==> src/rtl/glyph_prefetch_ctrl.sv <==
// Prefetches the eight glyph rows of one score line during horizontal blanking and publishes them at DrawX == 0.
// Optional build macro LEAD_ZERO_BLANK_EN blanks the tens slot when the tens digit is zero.
module glyph_prefetch_ctrl #(
  parameter int TOP_Y        = 164,
  parameter int GLYPH_H      = 15,
  parameter int NUM_LINES    = 10,
  parameter int TRIG_X       = 640,
  parameter int GLYPH_STRIDE = 16,
  parameter int ROM_BASE     = 0
) (
  input  logic             Clk,
  input  logic             Reset,
  input  logic [9:0]       DrawX,
  input  logic [9:0]       DrawY,
  input  logic [9:0][15:0] floatingpoint,
  output logic [15:0]      rom_addr,
  input  logic [15:0]      rom_q,
  output logic [7:0][15:0] char_row,
  output logic             row_valid,
  output logic             busy,
  output logic             overrun,
  output logic [1:0]       o_dbg_state
);

  typedef enum logic [1:0] {
    S_IDLE   = 2'd0,
    S_ISSUE  = 2'd1,
    S_DRAIN  = 2'd2,
    S_COMMIT = 2'd3
  } state_t;

  state_t           r_state;
  logic [2:0]       r_cnt;
  logic [3:0]       r_line;
  logic [7:0]       r_row;
  logic [15:0]      r_snap;
  logic [7:0][15:0] r_shadow;
  logic             r_pending;

  logic [10:0] w_ny;
  logic [10:0] w_off;
  logic        w_in_region;
  logic        w_trig;
  logic [3:0]  w_line;
  logic [7:0]  w_row;
  logic [2:0]  w_next_k;
  logic [2:0]  w_cap_k;
  logic [15:0] w_next_addr;
  logic [15:0] w_cap_data;

  function automatic logic [3:0] slot_code(input logic [2:0] k, input logic [3:0] line,
                                           input logic [15:0] snap);
    case (k)
      3'd0:    slot_code = line;
      3'd1:    slot_code = 4'd10;
      3'd2:    slot_code = snap[15:12];
      3'd3:    slot_code = snap[11:8];
      3'd4:    slot_code = 4'd11;
      3'd5:    slot_code = snap[7:4];
      3'd6:    slot_code = snap[3:0];
      default: slot_code = 4'd12;
    endcase
  endfunction

  function automatic logic [15:0] glyph_addr(input logic [3:0] code, input logic [7:0] row);
    glyph_addr = 16'(ROM_BASE) + 16'(code) * 16'(GLYPH_STRIDE) + 16'(row);
  endfunction

  function automatic logic slot_blank(input logic [2:0] k, input logic [15:0] snap);
    logic [3:0] d;
    logic       is_digit;
    d          = slot_code(k, 4'd0, snap);
    is_digit   = (k == 3'd2) || (k == 3'd3) || (k == 3'd5) || (k == 3'd6);
    slot_blank = is_digit && (d > 4'd9);
`ifdef LEAD_ZERO_BLANK_EN
    if ((k == 3'd2) && (d == 4'd0)) slot_blank = 1'b1;
`endif
  endfunction

  // Trigger looks one scanline ahead: the fetched row is displayed on DrawY+1.
  always_comb begin
    w_ny        = {1'b0, DrawY} + 11'd1;
    w_off       = w_ny - 11'(TOP_Y);
    w_in_region = (w_ny >= 11'(TOP_Y)) && (w_ny < 11'(TOP_Y + NUM_LINES * GLYPH_H));
    w_trig      = (DrawX == 10'(TRIG_X)) && w_in_region;
    w_line      = 4'(w_off / 11'(GLYPH_H));
    w_row       = 8'(w_off % 11'(GLYPH_H));
  end

  // Capture index trails the issue counter by one; in DRAIN the counter has wrapped to 0, giving slot 7.
  always_comb begin
    w_next_k    = r_cnt + 3'd1;
    w_cap_k     = r_cnt - 3'd1;
    w_next_addr = glyph_addr(slot_code(w_next_k, r_line, r_snap), r_row);
    w_cap_data  = slot_blank(w_cap_k, r_snap) ? 16'h0000 : rom_q;
  end

  always_ff @(posedge Clk) begin
    if (!Reset) begin
      r_state   <= S_IDLE;
      r_cnt     <= 3'd0;
      r_line    <= 4'd0;
      r_row     <= 8'd0;
      r_snap    <= 16'h0000;
      r_shadow  <= '0;
      r_pending <= 1'b0;
      rom_addr  <= 16'h0000;
      char_row  <= '0;
      row_valid <= 1'b0;
      busy      <= 1'b0;
      overrun   <= 1'b0;
    end else begin
      if (DrawX == 10'd0) begin
        if (r_pending) begin
          char_row  <= r_shadow;
          row_valid <= 1'b1;
          r_pending <= 1'b0;
        end else begin
          row_valid <= 1'b0;
        end
      end

      case (r_state)
        S_IDLE: begin
          if (w_trig) begin
            r_state  <= S_ISSUE;
            r_cnt    <= 3'd0;
            r_line   <= w_line;
            r_row    <= w_row;
            r_snap   <= floatingpoint[w_line];
            busy     <= 1'b1;
            rom_addr <= glyph_addr(w_line, w_row);
          end
        end
        S_ISSUE: begin
          if (r_cnt != 3'd0) r_shadow[w_cap_k] <= w_cap_data;
          if (r_cnt == 3'd7) r_state <= S_DRAIN;
          else rom_addr <= w_next_addr;
          r_cnt <= r_cnt + 3'd1;
        end
        S_DRAIN: begin
          r_shadow[7] <= w_cap_data;
          busy        <= 1'b0;
          r_state     <= S_COMMIT;
        end
        default: begin
          r_pending <= 1'b1;
          r_state   <= S_IDLE;
        end
      endcase

      if (w_trig && (r_state != S_IDLE)) overrun <= 1'b1;
    end
  end

  assign o_dbg_state = r_state;

endmodule

==> config.mk <==
export PLATFORM = sky130hd
export DESIGN_NAME = glyph_prefetch_ctrl
export DESIGN_NICKNAME = d
export VERILOG_FILES = /design/src/rtl/glyph_prefetch_ctrl.sv
export SDC_FILE = /design/constraint.sdc
export NUM_CORES = 1
export LEC_CHECK = 0
export CAP_MARGIN = 10
export CORE_UTILIZATION = 46
export DETAILED_ROUTE_END_ITERATION = 6
export PLACE_DENSITY = 0.77
export RECOVER_POWER = 100
export SYNTH_ARGS = -nofsm -noshare
export SYNTH_HDL_FRONTEND = slang
export SYNTH_SLANG_ARGS = --single-unit
==> constraint.sdc <==
create_clock -name Clk -period 7.4 [get_ports Clk]
set_input_delay 0.74 -clock Clk [delete_from_list [all_inputs] [get_ports Clk]]
set_output_delay 0.74 -clock Clk [all_outputs]
set_load 0.1 [all_outputs]
Word level (Yosys, flattened, before mapping) --
Index checks and enable logic that the tools add are counted.
Word-level totals: bits in registers 309, latch bits 0, bits in writable memories 0, memory bits (read-only) 0, bits of input ports 198, output and inout bits 149, word-level logic and storage cells 110, memories kept 0
Operators by class: $add $sub $neg 6, $mul 0, divide/modulo/power cells 2, order comparisons 6, eq/ne operators 21, shift operators 0, mux-type cells 23, bitwise gates (word level) 0, reductions and logical operators 26
Operators with widths (count):
- $bwmux 128 | 1
- $mux 128 | 1
- $mux 16 | 5
- $bmux 16 s4 | 1
- $pmux 16 s2 | 2
- $pmux 4 s7 | 2
- $demux 16 s3 | 1
- $eq 3x3->1 const B | 7
- $add 8x8->9 | 2
- $reduce_and 2->1 | 7
- $eq 3x2->1 const B | 4
- $add 10x1->11 const B | 1
- $div 11x4->11 const B | 1
- $ge 11x8->1 const B | 1
- $lt 11x9->1 const B | 1
- $mod 11x4->11 const B | 1
- $sub 11x8->11 const B | 1
- $eq 10x10->1 const B | 1
- $logic_not 10->1 | 1
- $ne 2x2->1 const B | 4
- $reduce_bool 2->1 | 4
- $eq 3x1->1 const B | 2
- $logic_not 3->1 | 2
- $pmux 2 s3 | 1
- 20 further kinds | 30

Depth between registers and ports, before layout --
Gate-level depths: netlist of the first run.
depth after elaboration 10, depth in mapped cells 33, depth with buffers taken out 31

Worst setup path after synthesis of the first run --
Ideal clock, no wire load.
path type input -> register, start input port DrawY[0], end register rom_addr[6], library setup time 0.067 ns, arrival 7.677 ns, required time 7.333 ns, slack -0.344 ns, cell stages on the path 32, buffers on the path 3, path through ha_1 buf_2 xor2_1 clkinv_1 ha_1 xor2_1 xnor2_1 nor2_1 o221ai_1 a22o_2 a2111oi_2 a211oi_1 o221a_1 o41ai_2 and2_1 buf_4 xnor2_1 a31oi_2 clkbuf_1 xnor2_1 ha_1 nand2_1 o41ai_2 a21oi_1 nor3_1 xnor2_1 inv_1 fa_1 nor2b_1 o311ai_0 o21ai_0 nor2_1
On the way: cells in the longest elaborated chain, start to end 6, elaborated cells between the ends (all ways) 13, those cells by class add/sub (3); div (2); order compare (2); eq/ne (1); mux (2); reduce/logical (3)
RTL lines:
- start, declared | RTL line 14 | input logic [9:0] DrawY,
- $add 10x1->11 | RTL line 82 | w_ny = {1'b0, DrawY} + 11'd1;
- $sub 11x8->11 | RTL line 83 | w_off = w_ny - 11'(TOP_Y);
- $mod 11x4->11 | RTL line 87 | w_row = 8'(w_off % 11'(GLYPH_H));
- via w_row[5] | RTL line 45 | logic [7:0] w_row;
- $add 8x8->9 | RTL line 66 | glyph_addr = 16'(ROM_BASE) + 16'(code) * 16'(GLYPH_STRIDE) + 16'(row);
- $mux 16 | RTL line 125 | if (w_trig) begin
- $pmux 16 s2 | RTL line 123 | case (r_state)
- end signal, assigned | RTL line 132 | rom_addr <= glyph_addr(w_line, w_row);
- end signal, assigned | RTL line 138 | else rom_addr <= w_next_addr;
- end, declared | RTL line 16 | output logic [15:0] rom_addr,
The timed path passes the listed nets, and every way through them passes these cells. The select of a mux whose other input is x is not followed. A chain may end at the register's enable or synchronous reset.

Final worst setup path of the first run --
start input port DrawY[3], end register r_snap[4]
On the way: cells in the longest elaborated chain, start to end 5, elaborated cells between the ends (all ways) 10, those cells by class add/sub (2); div (1); order compare (2); mux (2); reduce/logical (3)
RTL lines:
- $add 10x1->11 * | RTL line 82
- $sub 11x8->11, or another cell as far along | RTL line 83
- $div 11x4->11 or $logic_and 1x1->1 (tied branches) | RTL line 86, 84
- $bmux 16 s4 or $logic_and 1x1->1 (tied branches) | RTL line 130, 85
- $mux 16 (implied by the code) or $reduce_and 2->1 (tied branches)
- end signal, assigned | RTL line 130 | r_snap <= floatingpoint[w_line];
- end, declared | RTL line 36 | logic [15:0] r_snap;
Every way passes the cells marked *; elsewhere a longest branch is shown, timed or not. The select of a mux whose other input is x is not followed.

==> run_results.csv, run 1 <==
group,metric,value,unit
timing,fmax,142,MHz
grt,first_global_vias,14276,
timing,timing.final.crit_share,0.949,
logic_synthesis,synth-seq-cells,302,
detailed_routing,dr_wl_met2,23000,um
floorplan,rows,65,
timing,finalWorstSetupSlack,376,ps
outcome,status,"finished, violations left",
detailed_routing,wl_per_cell,17.8,um
critical_path,end_kind,"flip-flop",
critical_path,cp_common_cell,"nand2_1",
clock_tree,clockBufferDepth,3,
logic_synthesis,netlist_top_cells_count,"nand2_1, dfxtp_1, nor2_1",
timing,worst_pin_slew,2990,ps
critical_path,crit_family,"compound AO/OA/AOI/OAI gates",
grt,grt_pass1_wl,74400,um
logic_synthesis,synthTopCellsByArea,"dfxtp_1, a21oi_1, nand2_1",
timing,finalSetupViolations,0,
detailed_routing,vias,14671,
timing,skew,16.0,ps
floorplan,dieWidth,183,um
power_and_ir_drop,internal_power,0.00326,W
floorplan,dieHeight,183,um
cells_and_area,final_core_util,0.626,
logic_synthesis,synth_compound_area_frac,0.209,
logic_synthesis,yosysTopAreaCell,"dfxtp_1",
logic_synthesis,synth_top_area_share,0.403,
power_and_ir_drop,netSwitchingFraction,0.315,
placed_design,dp_slack,-122,ps
job,drv_cap,2,
detailed_routing,drtAntennaViolNets,0,
timing,post-route-min-period,7020,ps
critical_path,path_buf_inv,3,
logic_synthesis,synthDistinctLibCells,96,
clock_tree,h-tree-depth,1,
timing,rsz0062_at_grt,"false",
logic_synthesis,synth_most_common_cell,"nand2_1",
logic_synthesis,synthAdderAreaFrac,0.0244,
logic_synthesis,synthCells,1895,
power_and_ir_drop,ir_drop,177,uV
power_and_ir_drop,p_clk_frac,0.312,
floorplan,pin_count,347,
cells_and_area,area_growth,32.8,%
critical_path,startpoint_type,"input pin",
cells_and_area,fillers,2759,
logic_synthesis,synth_xor_area_frac,0.0163,
placed_design,routabilityCongestion,0.976,
logic_synthesis,seq_area_frac_synth,0.403,
detailed_routing,met1Wirelength,19700,um
power_and_ir_drop,powerDensity,239,nW/um^2
power_and_ir_drop,p_leak,7.76,nW
clock_tree,cts_sinks,302,
floorplan,core_area,31800,um^2
logic_synthesis,synth_edf_count,0,
grt,grt_usage,0.278,
logic_synthesis,synth_ff_type,"dfxtp_1",
timing,hold_viol_final,0,
logic_synthesis,async_flop_share,0,
floorplan,die_area,33300,um^2
power_and_ir_drop,total_power,0.00476,W
critical_path,cp.required,7810,ps
power_and_ir_drop,p_comb_frac,0.347,
cells_and_area,layout-drive-gt1-share,0.0908,
outcome,violations,"max-capacitance violations, max-slew violations",
placed_design,numPortBuffers,339,
detailed_routing,met3WireLength,3150,um
clock_tree,cts_hold_buf,0,
timing,drv_slew,132,
cells_and_area,nets,2432,
clock_tree,insertion_delay,560,ps
detailed_routing,drc,0,
critical_path,critPathArrivalTime,7430,ps
power_and_ir_drop,pwr-share-seq,0.342,
logic_synthesis,synth_mux_area_frac,0.0850,
hold_path,min_path_type,"flip-flop to flip-flop",
detailed_routing,first_iter_violations,1203,
critical_path,path_cells,"clkdlybuf4s50_1 -> nand3_1 -> or3_1 -> a211o_1 -> a21oi_2 -> a32oi_1 -> o22ai_2 -> a41oi_1 -> o221ai_1 -> o2111ai_1 -> nand2_1 -> a21boi_4 -> o31a_1 -> ha_1 -> nand2_1 -> nor2_1 -> mux2_1 -> a32o_2 -> clkbuf_1 -> a221o_1 -> clkbuf_2 -> and3_1 -> a311oi_1 -> a31oi_1",
clock_tree,path_clk_slew,70,ps
placed_design,dp_hpwl,34300,um
critical_path,cpMaxStageDelayCell,"clkdlybuf4s50_1",
detailed_routing,topRoutingLayerUsed,"met4",
logic_synthesis,syn-cell-area,15000,um^2
grt,antenna_found_initial,2,
critical_path,setup.worst_path.class,"input pin to flip-flop",
detailed_routing,viasPerCell,5.51,
logic_synthesis,yosysWarnings,0,
floorplan,start_util,0.471,
detailed_routing,drtPass1Iterations,6,
timing,slew_headroom,-0.992,
logic_synthesis,synthSimpleGateAreaFrac,0.211,
critical_path,critical_path.max_stage_delay,680,ps
grt,grt_overflow_total,0,
logic_synthesis,synth_top_family_by_area,"simple AND/OR/NAND/NOR gates",
grt,grt_max_degree,124,
logic_synthesis,syn_avg_cell_area,7.91,um^2
clock_tree,cts_buffers,29,
detailed_routing,detail_route.wirelength,47500,um
power_and_ir_drop,p_sw,0.00150,W
clock_tree,cts-root-buf,"clkbuf_16",
critical_path,worst-path-max-fanout,18,
clock_tree,cts_tree,"built",
worst min-delay path, cell delays in order, from the launching register on:
cell	delay, ps
dfxtp_1	310
nand2_1	50
a21oi_1	50
repair_timing:
item / 4_1_cts / 5_1_grt
endpoints found under the setup margin: 0 / 19
buffers inserted: 0 / 0
resized for setup: 0 / 2
cell type report:
class	count	area, um^2	area share
diodes	2	5.00	0.000251
inverters	27	109	0.00547
flip-flops and latches	302	6050	0.304
clock buffers	40	807	0.0405
clock inverters	10	143	0.00716
repair buffers	421	3980	0.200
multi-input cells	1425	8270	0.416
well taps	435	544	0.0273
flip-flops by register name (all words and copies together), names as in the netlist, 2 cells and up:
signal and flops:
r_cnt 3, rom_addr 9, r_snap 16, r_row 8, r_line 4, char_row 128, r_shadow 128, o_dbg_state 2
cells in the final DEF (no fill, tap or decap), drive strengths merged, types with 8 or more instances in the layout:
master,instances
o211ai,8
xor2,9
or3,12
dlygate4sd3,144
xnor2,18
a31oi,24
inv,27
o22ai,19
dfxtp,302
a211oi,15
a22oi,22
nand3,19
nand2,320
o21ai,46
clkdlybuf4s50,194
a311oi,18
and2,25
clkbuf,54
a21oi,263
and3,19
ha,26
nor3,23
mux2,39
nor2,293
buf,68
mux2i,83
power by group through the flow:
stage	Clock (W)	Combinational (W)	Sequential (W)
after global routing	0.00158	0.00177	0.00163
after floorplan	0	0.00113	0.00166
after CTS	0.00151	0.00168	0.00163
after detailed placement	0	0.00167	0.00166
final	0.00148	0.00165	0.00163
after global placement	0	0.00165	0.00166
cells by family after synthesis:
group,after synthesis
AOI/OAI and AO/OA,492
other,1
xor gates and xnor gates,27
adders and majority gates,28
and+or+nand+nor,749
DFF,302
muxes,122
buffers and inverters,174
metrics by stage:
step	TNS, ps	hold WS (ps)	instance area [um^2]	cells
2_1_floorplan	0	431	15000	1901
3_3_place_gp	0	438	19000	2609
3_5_place_dp	-1130	444	19000	2609
4_1_cts	0	448	20000	2659
5_1_grt	0	461	19900	2662
6_report	0	446	19900	2662
routing by layer:
metal,global-route usage,up-vias
met5,0,-
met1,0.340,6891
met3,0.0519,84
met2,0.483,520
met4,0.106,0
li1,-,7176
path summary, 6_finish.rpt:
path / start / to / depth (start not counted) / slack [ps]
hold / removal: r_shadow[91] / char_row[91] / 2 / 450
setup / recovery: DrawY[3] / r_snap[4] / 24 / 380
setup reg to reg: r_cnt[0] / r_shadow[87] / 12 / 2660
hold reg to reg: r_shadow[91] / char_row[91] / 2 / 450
(Power assumes the default switching activity.)
==> run 2: changes to the inputs <==
--- a/config.mk
+++ b/config.mk
@@ -6,10 +6,12 @@
 export NUM_CORES = 1
 export LEC_CHECK = 0
 export CAP_MARGIN = 10
+export CORE_MARGIN = 2
 export CORE_UTILIZATION = 46
 export DETAILED_ROUTE_END_ITERATION = 6
 export PLACE_DENSITY = 0.77
 export RECOVER_POWER = 100
+export SLEW_MARGIN = 25
 export SYNTH_ARGS = -nofsm -noshare
 export SYNTH_HDL_FRONTEND = slang
 export SYNTH_SLANG_ARGS = --single-unit
==> run 2 against run 1 <==
Core utilization shrank 0.47 points. Non-clock buffer count increased by 19. Sequential power hardly changed. Register-to-register slack got worse by 870 ps. Maximum frequency rose by 2.2%. Hold slack hardly changed. Clock skew is 1.1 ps higher. The run still ends with max-capacitance violations, max-slew violations left. Power grew 0.37%.
==> run_results.csv, run 2 (same netlist as run 1, synthesis figures left out) <==
group,metric,value,unit
outcome,status,"finished, violations left",
outcome,violations,"max-capacitance violations, max-slew violations",
critical_path,setup.worst_path.class,"input pin to flip-flop",
cells_and_area,nets,2451,
detailed_routing,viasPerCell,5.52,
hold_path,min_path_cells,2,
grt,grt_usage,0.274,
clock_tree,path_clk_slew,60,ps
clock_tree,post_cts_buffers,0,
detailed_routing,drc,0,
cells_and_area,area_growth,33.9,%
clock_tree,postCtsResizedCells,0,
power_and_ir_drop,powerDensity,238,nW/um^2
timing,slew_headroom,-1.52,
grt,first_global_vias,14153,
placed_design,dp_cells,2636,
clock_tree,cts_sinks,302,
hold_path,min_from,"r_shadow[18]",
clock_tree,insertion_delay,570,ps
timing,post-route-min-period,6870,ps
job,drv_cap,4,
timing,worst_pin_slew,3790,ps
power_and_ir_drop,total_power,0.00478,W
detailed_routing,first_iter_violations,1092,
floorplan,dieWidth,185,um
timing,hold_viol_final,0,
clock_tree,h-tree-depth,1,
floorplan,die_area,34000,um^2
cells_and_area,diodes,0,
floorplan,rows,66,
power_and_ir_drop,ir_drop,184,uV
placed_design,placed_area,19200,um^2
cells_and_area,mostFrequentLayoutCell,"nand2_1",
critical_path,reg2reg_to,"char_row[13]",
critical_path,ff2ff_setup_slack,1790,ps
grt,grt_max_degree,135,
hold_path,min_path_type,"flip-flop to flip-flop",
clock_tree,cts_tree,"built",
critical_path,r2r_start,"r_pending",
critical_path,end_kind,"flip-flop",
cells_and_area,top_regs,"char_row: 128 flops, r_shadow: 128 flops, r_snap: 16 flops",
critical_path,cp.required,7820,ps
detailed_routing,detail_route.wirelength,48000,um
cells_and_area,postLayoutCellArea,20100,um^2
detailed_routing,drtAntennaViolNets,0,
clock_tree,cts_buffers,29,
timing,fmax,145,MHz
hold_path,min_to,"char_row[18]",
floorplan,pin_count,347,
detailed_routing,wl_per_cell,17.9,um
critical_path,startpoint_type,"input pin",
timing,drv_slew,263,
detailed_routing,vias,14826,
clock_tree,cts_hold_buf,0,
floorplan,core_area,32300,um^2
cells_and_area,layout-drive-gt1-share,0.101,
critical_path,r2r_cells,4,
placed_design,routabilityCongestion,0.988,
timing,skew,17.1,ps
cells_and_area,instances_no_fill,2685,
grt,antenna_found_initial,0,
clock_tree,cts-root-buf,"clkbuf_16",
detailed_routing,drtPass1Iterations,7,
floorplan,dieHeight,185,um
grt,grt_overflow_total,0,
timing,rsz0062_at_grt,"false",
critical_path,critPathArrivalTime,7290,ps
power_and_ir_drop,p_leak,7.85,nW
timing,timing.final.crit_share,0.929,
clock_tree,clockBufferDepth,3,
cells_and_area,mostFrequentLayoutCells,"nand2_1, dfxtp_1, nor2_1, a21oi_1, clkdlybuf4s50_1",
timing,tns,0,ps
floorplan,start_util,0.464,
placed_design,dp_hpwl,34800,um
timing,finalSetupViolations,0,
cells_and_area,final_core_util,0.621,
critical_path,worst-path-max-fanout,18,
grt,grt_pass1_wl,74600,um
placed_design,numPortBuffers,339,
==> run 2: cell count changes in the layout (fill, tap and decap cells not counted), sizes merged <==
cell	change
diode	-2
clkdlybuf4s50	+1
clkbuf	+4
bufinv	-3
clkinvlp	-1
dlymetal6s2s	-1
clkinv	-3
buf	+22
dlygate4sd3	-1
==> run 2: metrics by stage <==
stage	setup slack, ps	hold slack, ps
floorplan	36.0	431
global placement	110	435
detailed placement	-24.3	445
global route	22.5	456
finish	526	446
CTS	553	452
==> run 2: worst max-delay path by stage <==
| stage | slack [ps] | start | depth (start not counted) | end |
|---|---|---|---|---|
| after CTS | 550 | DrawY[0] | 28 | r_snap[4] |
| after global placement | 110 | DrawY[2] | 25 | r_snap[4] |
| final | 530 | DrawY[0] | 25 | r_snap[3] |
| after detailed placement | -20 | DrawY[0] | 28 | r_snap[4] |
| after global routing | 20 | DrawY[0] | 31 | rom_addr[7] |
| after floorplan | 40 | DrawY[0] | 32 | rom_addr[6] |
==> run 2: layout make-up <==
| class | instances | area, um^2 |
|---|---|---|
| flip-flops and latches | 302 | 6050 |
| multi-input cells | 1425 | 8270 |
| clock buffers | 46 | 920 |
| well taps | 442 | 553 |
| clock inverters | 3 | 30.0 |
| inverters | 27 | 109 |
| fillers | 2813 | 12200 |
| repair buffers | 440 | 4130 |
==> run 2: worst max-delay path: stages <==
cell and delay, ps:
clkdlybuf4s50_1 520, buf_4 170, nand2_1 110, or3_1 470
a211o_1 430, a21oi_2 330, nor2_1 110, o32ai_2 380
o211ai_1 250, nor3_1 350, o22ai_4 150, xnor2_2 240
a21boi_4 90, o31a_1 300, ha_1 320, nand2_1 100
nor2_1 40, mux2_1 270, a32o_2 310, clkbuf_1 140
a221o_1 350, clkbuf_2 310, and3_1 280, a311oi_1 400
a31oi_1 140
==> run 2: per-layer routing <==
| layer | global-route usage | vias up | part of all wire |
|---|---|---|---|
| li1 | - | 7203 | - |
| met1 | 0.330 | 6999 | 0.41 |
| met2 | 0.483 | 535 | 0.48 |
| met3 | 0.0591 | 89 | 0.074 |
| met4 | 0.0966 | 0 | 0.035 |
| met5 | 0 | - | 0 |
==> run 2: report_power, final <==
| group | switching (W) | leakage (nW) | internal (W) | total (W) |
|---|---|---|---|---|
| combinational | 0.000880 | 4.95 | 0.000805 | 0.00168 |
| clock | 0.000620 | 0.473 | 0.000845 | 0.00147 |
| sequential | 0.000000444 | 2.43 | 0.00163 | 0.00163 |
